**src/rtl/clb_config_loader.sv**
```systemverilog
// Serial configuration loader for one CLB: hunts for a preamble, deserializes
// a CFG_BITS word, checks even parity and presents the word with DONE/ERR status.
module clb_config_loader #(
  parameter int          CFG_BITS = 16,
  parameter logic [7:0]  PREAMBLE = 8'hA5
) (
  input  logic                K,
  input  logic                RN,
  input  logic                DIN,
  input  logic                DV,
  input  logic                CLR,
  output logic [CFG_BITS-1:0] CFG,
  output logic                DONE,
  output logic                ERR,
  output logic                BUSY
);

  localparam int CW = $clog2(CFG_BITS + 1);

  typedef enum logic [2:0] {
    ST_HUNT, ST_LOAD, ST_PARITY, ST_DONE, ST_ERR
  } state_t;

  state_t              state, state_nxt;
  logic [7:0]          win, win_nxt, win_sh;
  logic [3:0]          hcnt, hcnt_nxt, hcnt_inc;
  logic [CW-1:0]       bcnt, bcnt_nxt;
  logic [CFG_BITS-1:0] stage, stage_nxt;
  logic [CFG_BITS-1:0] cfg_nxt;
  logic                done_nxt, err_nxt, busy_nxt;

  always_ff @(posedge K or negedge RN) begin
    if (!RN) begin
      state <= ST_HUNT;
      win   <= '0;
      hcnt  <= '0;
      bcnt  <= '0;
      stage <= '0;
      CFG   <= '0;
      DONE  <= 1'b0;
      ERR   <= 1'b0;
      BUSY  <= 1'b0;
    end else begin
      state <= state_nxt;
      win   <= win_nxt;
      hcnt  <= hcnt_nxt;
      bcnt  <= bcnt_nxt;
      stage <= stage_nxt;
      CFG   <= cfg_nxt;
      DONE  <= done_nxt;
      ERR   <= err_nxt;
      BUSY  <= busy_nxt;
    end
  end

  always_comb begin
    state_nxt = state;
    win_nxt   = win;
    hcnt_nxt  = hcnt;
    bcnt_nxt  = bcnt;
    stage_nxt = stage;
    cfg_nxt   = CFG;
    done_nxt  = DONE;
    err_nxt   = ERR;
    // Window and count include the bit being accepted on this edge.
    win_sh    = {win[6:0], DIN};
    hcnt_inc  = (hcnt == 4'hF) ? hcnt : hcnt + 4'd1;

    if (CLR) begin
      // CFG survives a restart so the CLB keeps its last good configuration.
      state_nxt = ST_HUNT;
      win_nxt   = '0;
      hcnt_nxt  = '0;
      bcnt_nxt  = '0;
      done_nxt  = 1'b0;
      err_nxt   = 1'b0;
    end else if (DV) begin
      case (state)
        ST_HUNT: begin
          win_nxt  = win_sh;
          hcnt_nxt = hcnt_inc;
          if (win_sh == PREAMBLE && hcnt_inc >= 4'd8) begin
            state_nxt = ST_LOAD;
            bcnt_nxt  = '0;
            stage_nxt = '0;
          end
        end
        ST_LOAD: begin
          stage_nxt = {stage[CFG_BITS-2:0], DIN};
          bcnt_nxt  = bcnt + CW'(1);
          if (bcnt == CW'(CFG_BITS - 1)) state_nxt = ST_PARITY;
        end
        ST_PARITY: begin
          if ((^stage) == DIN) begin
            cfg_nxt   = stage;
            done_nxt  = 1'b1;
            state_nxt = ST_DONE;
          end else begin
            err_nxt   = 1'b1;
            state_nxt = ST_ERR;
          end
        end
        default: ;
      endcase
    end

    busy_nxt = (state_nxt == ST_LOAD) || (state_nxt == ST_PARITY);
  end

endmodule

```
**config.mk**
```make
export PLATFORM = sky130hd
export DESIGN_NAME = clb_config_loader
export DESIGN_NICKNAME = d
export VERILOG_FILES = /design/src/rtl/clb_config_loader.sv
export SDC_FILE = /design/constraint.sdc
export NUM_CORES = 1
export LEC_CHECK = 0
export CAP_MARGIN = 5
export CORE_UTILIZATION = 30
export CTS_CLUSTER_DIAMETER = 50
export DETAILED_ROUTE_END_ITERATION = 8
export RECOVER_POWER = 25
export SYNTH_ARGS = -nofsm -noshare
export SYNTH_HDL_FRONTEND = slang
export SYNTH_SLANG_ARGS = --single-unit
```
**constraint.sdc**
```tcl
create_clock -name K -period 2.5 [get_ports K]
set_clock_uncertainty 0.15 [all_clocks]
set_input_delay 0.25 -clock K [delete_from_list [all_inputs] [get_ports K]]
set_output_delay 0.25 -clock K [all_outputs]
set_load 0.03 [all_outputs]
```
==> out/metrics.sh <==
STATUS='finished, final reports clean'
PLACE_HPWL_MM=3.127
SYNTH.AVG_CELL_AREA_UM2=12.32
RSZ0062_AT_GRT='false'
TOP_LEVEL_PORTS=24
SYNTH.CELL_AREA_MM2=0.002451
SYNTH_TOP_FAMILY_BY_AREA='compound AO/OA/AOI/OAI gates'
CP.ARRIVAL_PS=2390
MAX_FREQ_MHz=427.8
CP-STARTPOINT='DIN'
SYNTHDISTINCTLIBCELLS=38
GRTUSAGETOTAL_PCT=11.51
SYNTH.NET_COUNT=207
CTS-RESIZED-GATES=0
TIMING_MAX_TRANSITION_VIOLATIONS_FINAL=0
MAXIMUM_VDD_DROP_mV=0.1988
GRT_FIRST_PASS_WIRELENGTH_MM=7.741
FIN_WS_PS=162.3
YOSYSWARNINGS=0
LEAKAGE_uW=0.001378
CRITICAL_PATH.REG2REG.STARTPOINT='stage[12]'
SYNTH_XOR_XNOR_AREA_SHARE_PCT=6.942
CLK-INSERTION-DELAY-LATE_PS=310
INITIAL_CORE_UTIL_PCT=31.39
CORE_AREA_MM2=0.007807
GRT_PASS1_VIAS=1633
HOLD_CLASS='reg2reg'
SETUP_WS_PRE_CTS_PS=-174.8
SYNTH.YOSYS.SEQ_AREA_SHARE_PCT=55.13
REG2REG_TO='CFG[11]'
CRITICALPATHCATEGORY='in2reg'
DR.FIRST_ITER.DRC_COUNT=45
YOSYS.AREA.TOP_TYPE='sky130_fd_sc_hd__dfrtp_1'
POST_SYNTH_AND_OR_NAND_NOR_AREA_FRACTION_PCT=10.92
WORST-SLEW-PIN-TRANSITION_PS=1383
N_ANTENNA_CELL=0
VIASPERCELL=4.763
SLEW-LIMIT-HEADROOM_PCT=7.798
TIMING.CRITICAL_PATH.FANOUT_MAX=12
POSTROUTEANTENNANETS=0
SYNTH_COMPOUND_GATE_AREA_SHARE_PCT=13.78
SETUP_VIOL_COUNT_FINAL=0
MUXSHAREOFSYNTHAREA_PCT=8.984
POST_CTS.REPAIR.SETUP_BUFFERS=0
AREA_GROWTH_SYN_TO_LAYOUT_PCT=21.64
WORST_EP_REQUIRED_TIME_PS=2550
CLK_TRANSITION_REPORTED_PATHS_PS=100
CTS_MADE_BUFFERS=5
LAYOUT.NETS=243
CTS.SINKS=54
CLOCK_PATH_BUFFERS=2
POSTSYNTHREGISTERBITS=54
FIN_CRIT_PS=2338
SYNTHESIS.INSTANCES=199
POST-LAYOUT-TOTAL-POWER_uW=1468
CLOCK_TREE.ROOT_CELL='sky130_fd_sc_hd__clkbuf_8'
GRT_OVERFLOW=0
LAYOUT.CORE_UTILIZATION_PCT=38.19
WIRELENGTH_MM=4.431
H_TREE_LVL_COUNT=2
REPORT.FINAL.HOLD_VIOL_COUNT=0
FINAL.HOLD.WORST_SLACK_PS=346.8
CTS_TREE='done'
FP.DIEAREA_MM2=0.008536
IO_BUFFERS=23
REG2REGPATHDEPTH=6
DETAIL_ROUTE.FIRST_PASS.ITERATIONS=4
CRITPATHLAUNCHTYPE='primary input'
YOSYS-TOP-CELLS-AREA='sky130_fd_sc_hd__dfrtp_1 (55%), sky130_fd_sc_hd__a22o_1 (5.4%), sky130_fd_sc_hd__mux2_4 (4.9%)'
DIEHEIGHT_UM=92.39
GRT_START_MAX_NET_PINS=30
POWER_DENSITY_mW_PER_MM2=492.4
CAP_VIOL_MAX_COUNT=0
CTS-HOLD-FIX-BUFFERS=1
SHARE_OF_POST_ROUTE_CELLS_WITH_DRIVE_STRENGTH_ABOVE_1_PCT=18.64
ROW_COUNT=32
SYNTH-ADDER-AREA-SHARE_PCT=1.531
FINALCRITPERIODSHARE_PCT=93.51
CRIT_END_ELEMENT='flop'
REG2REG_SLACK_PS=170
WL_PER_CELL_UM=13.11
PLACE.GP.CONGESTION=0.7208
DRC=0
N_FILL_CELL=774
NUMBER_OF_ANTENNA_VIOLATIONS_AT_THE_FIRST_CHECK_IN_GLOBAL_ROUTING=0
SYNTH_TOP_AREA_SHARE_PCT=55.13
DR_TOTAL_VIAS=1610
CRITICAL_PATH.ENDPOINT='CFG[11]'
DIE_X_UM=92.39
## area by class of cell
type | count | area (um2) | share of cell area, %
well taps | 102 | 127.6 | 4.280
repair buffers | 39 | 359.1 | 12.04
clock buffers | 6 | 82.58 | 2.770
inverters | 3 | 11.26 | 0.3777
flip-flops and latches | 54 | 1351 | 45.32
clock inverters | 2 | 16.27 | 0.5455
multi-input cells | 132 | 1033 | 34.66
## per-layer routing
| metal | up-vias | share of wire, % | track usage [%] |
|---|---|---|---|
| met5 | - | 0 | 0 |
| met4 | 0 | 0.43 | 1.953 |
| met3 | 2 | 4.0 | 3.941 |
| met2 | 24 | 48 | 19.20 |
| met1 | 801 | 47 | 14.61 |
| li1 | 783 | - | - |
## state kept, by name, summed over array words and instances, names as in the netlist
register,count
bcnt,5
hcnt,4
DONE,1
win,7
BUSY,1
ERR,1
state,3
CFG,16
stage,16
## power by group
group          internal (uW)  switching [uW]  total, uW
clock network            229             289        518
logic                   24.8            41.8       66.6
registers                878            5.44        883
## per-stage QoR
step / setup TNS [ps] / std cells / area [um2]
after floorplan: 0 / 199 / 2451
after global placement: -1779 / 329 / 2887
after detailed placement: -2323 / 329 / 2887
after CTS: 0 / 338 / 2995
after global routing: 0 / 338 / 2982
final: 0 / 338 / 2982
## placed cells by master, fill, tap and decap left out, types with 2 or more instances in the layout
cell type	instances
sky130_fd_sc_hd__nand3_1	3
sky130_fd_sc_hd__xnor3_1	3
sky130_fd_sc_hd__clkdlybuf4s50_1	22
sky130_fd_sc_hd__clkbuf_8	6
sky130_fd_sc_hd__xnor2_1	7
sky130_fd_sc_hd__a22o_1	15
sky130_fd_sc_hd__a22oi_1	3
sky130_fd_sc_hd__ha_1	3
sky130_fd_sc_hd__nand2_1	22
sky130_fd_sc_hd__nor2_1	9
sky130_fd_sc_hd__a21oi_1	16
sky130_fd_sc_hd__and4b_1	2
sky130_fd_sc_hd__mux2_2	8
sky130_fd_sc_hd__dfrtp_1	54
sky130_fd_sc_hd__and3_1	2
sky130_fd_sc_hd__nand2b_1	4
sky130_fd_sc_hd__mux2_4	8
sky130_fd_sc_hd__buf_4	13
sky130_fd_sc_hd__inv_1	3
sky130_fd_sc_hd__nor3_1	4
sky130_fd_sc_hd__o21ai_0	5
sky130_fd_sc_hd__xor2_1	2
## critical path: stages
cell	delay [ps]
sky130_fd_sc_hd__clkdlybuf4s50_1	480
sky130_fd_sc_hd__xnor3_1	380
sky130_fd_sc_hd__xnor3_1	380
sky130_fd_sc_hd__xnor3_2	290
sky130_fd_sc_hd__nand2_4	110
sky130_fd_sc_hd__buf_12	150
sky130_fd_sc_hd__mux2_2	340
## kinds of logic (layout without fill, tap and decap cells)
kind of cell,Yosys count,in the layout
DFF,54,54
and+or+nand+nor,53,53
AOI/OAI and AO/OA,46,46
muxes,17,17
xor gates and xnor gates,13,13
buffers and inverters,13,50
adders and majority gates,3,3
## synth_stat cells
cell	n
sky130_fd_sc_hd__a22oi_1	3
sky130_fd_sc_hd__a21oi_1	16
sky130_fd_sc_hd__o21ai_2	1
sky130_fd_sc_hd__nand4b_1	1
sky130_fd_sc_hd__o22a_1	1
sky130_fd_sc_hd__ha_1	3
sky130_fd_sc_hd__a2111oi_4	1
sky130_fd_sc_hd__nand3_1	3
sky130_fd_sc_hd__o21ai_0	5
sky130_fd_sc_hd__and3_1	2
sky130_fd_sc_hd__mux2i_1	1
sky130_fd_sc_hd__xnor3_2	1
sky130_fd_sc_hd__or4b_1	1
sky130_fd_sc_hd__buf_6	2
sky130_fd_sc_hd__or2_1	1
sky130_fd_sc_hd__or3_1	1
sky130_fd_sc_hd__a32oi_1	1
sky130_fd_sc_hd__and4b_1	2
sky130_fd_sc_hd__buf_2	2
sky130_fd_sc_hd__o41ai_1	1
sky130_fd_sc_hd__xnor3_1	3
sky130_fd_sc_hd__dfrtp_1	54
sky130_fd_sc_hd__nand2_1	22
sky130_fd_sc_hd__nor2_1	9
sky130_fd_sc_hd__mux2_4	8
sky130_fd_sc_hd__nor3_1	4
sky130_fd_sc_hd__xnor2_1	7
sky130_fd_sc_hd__nor3b_1	1
sky130_fd_sc_hd__clkbuf_1	6
sky130_fd_sc_hd__mux2_2	8
sky130_fd_sc_hd__or3b_1	1
sky130_fd_sc_hd__a22o_1	15
sky130_fd_sc_hd__inv_1	3
sky130_fd_sc_hd__a22o_2	1
sky130_fd_sc_hd__xor2_1	2
sky130_fd_sc_hd__a31oi_1	1
sky130_fd_sc_hd__nand2_4	1
sky130_fd_sc_hd__nand2b_1	4
## how the worst min path moves through the flow
stage / from / endpoint / slack [ps] / depth (start not counted)
3_5_place_dp: RN / CFG[1] / 150 / 1
2_1_floorplan: RN / BUSY / -200 / 0
3_3_place_gp: RN / CFG[2] / 150 / 1
5_1_grt: state[2] / BUSY / 380 / 1
6_report: state[2] / BUSY / 350 / 1
4_1_cts: RN / CFG[1] / 350 / 2
Note: power is estimated with default switching activity, not from simulation.
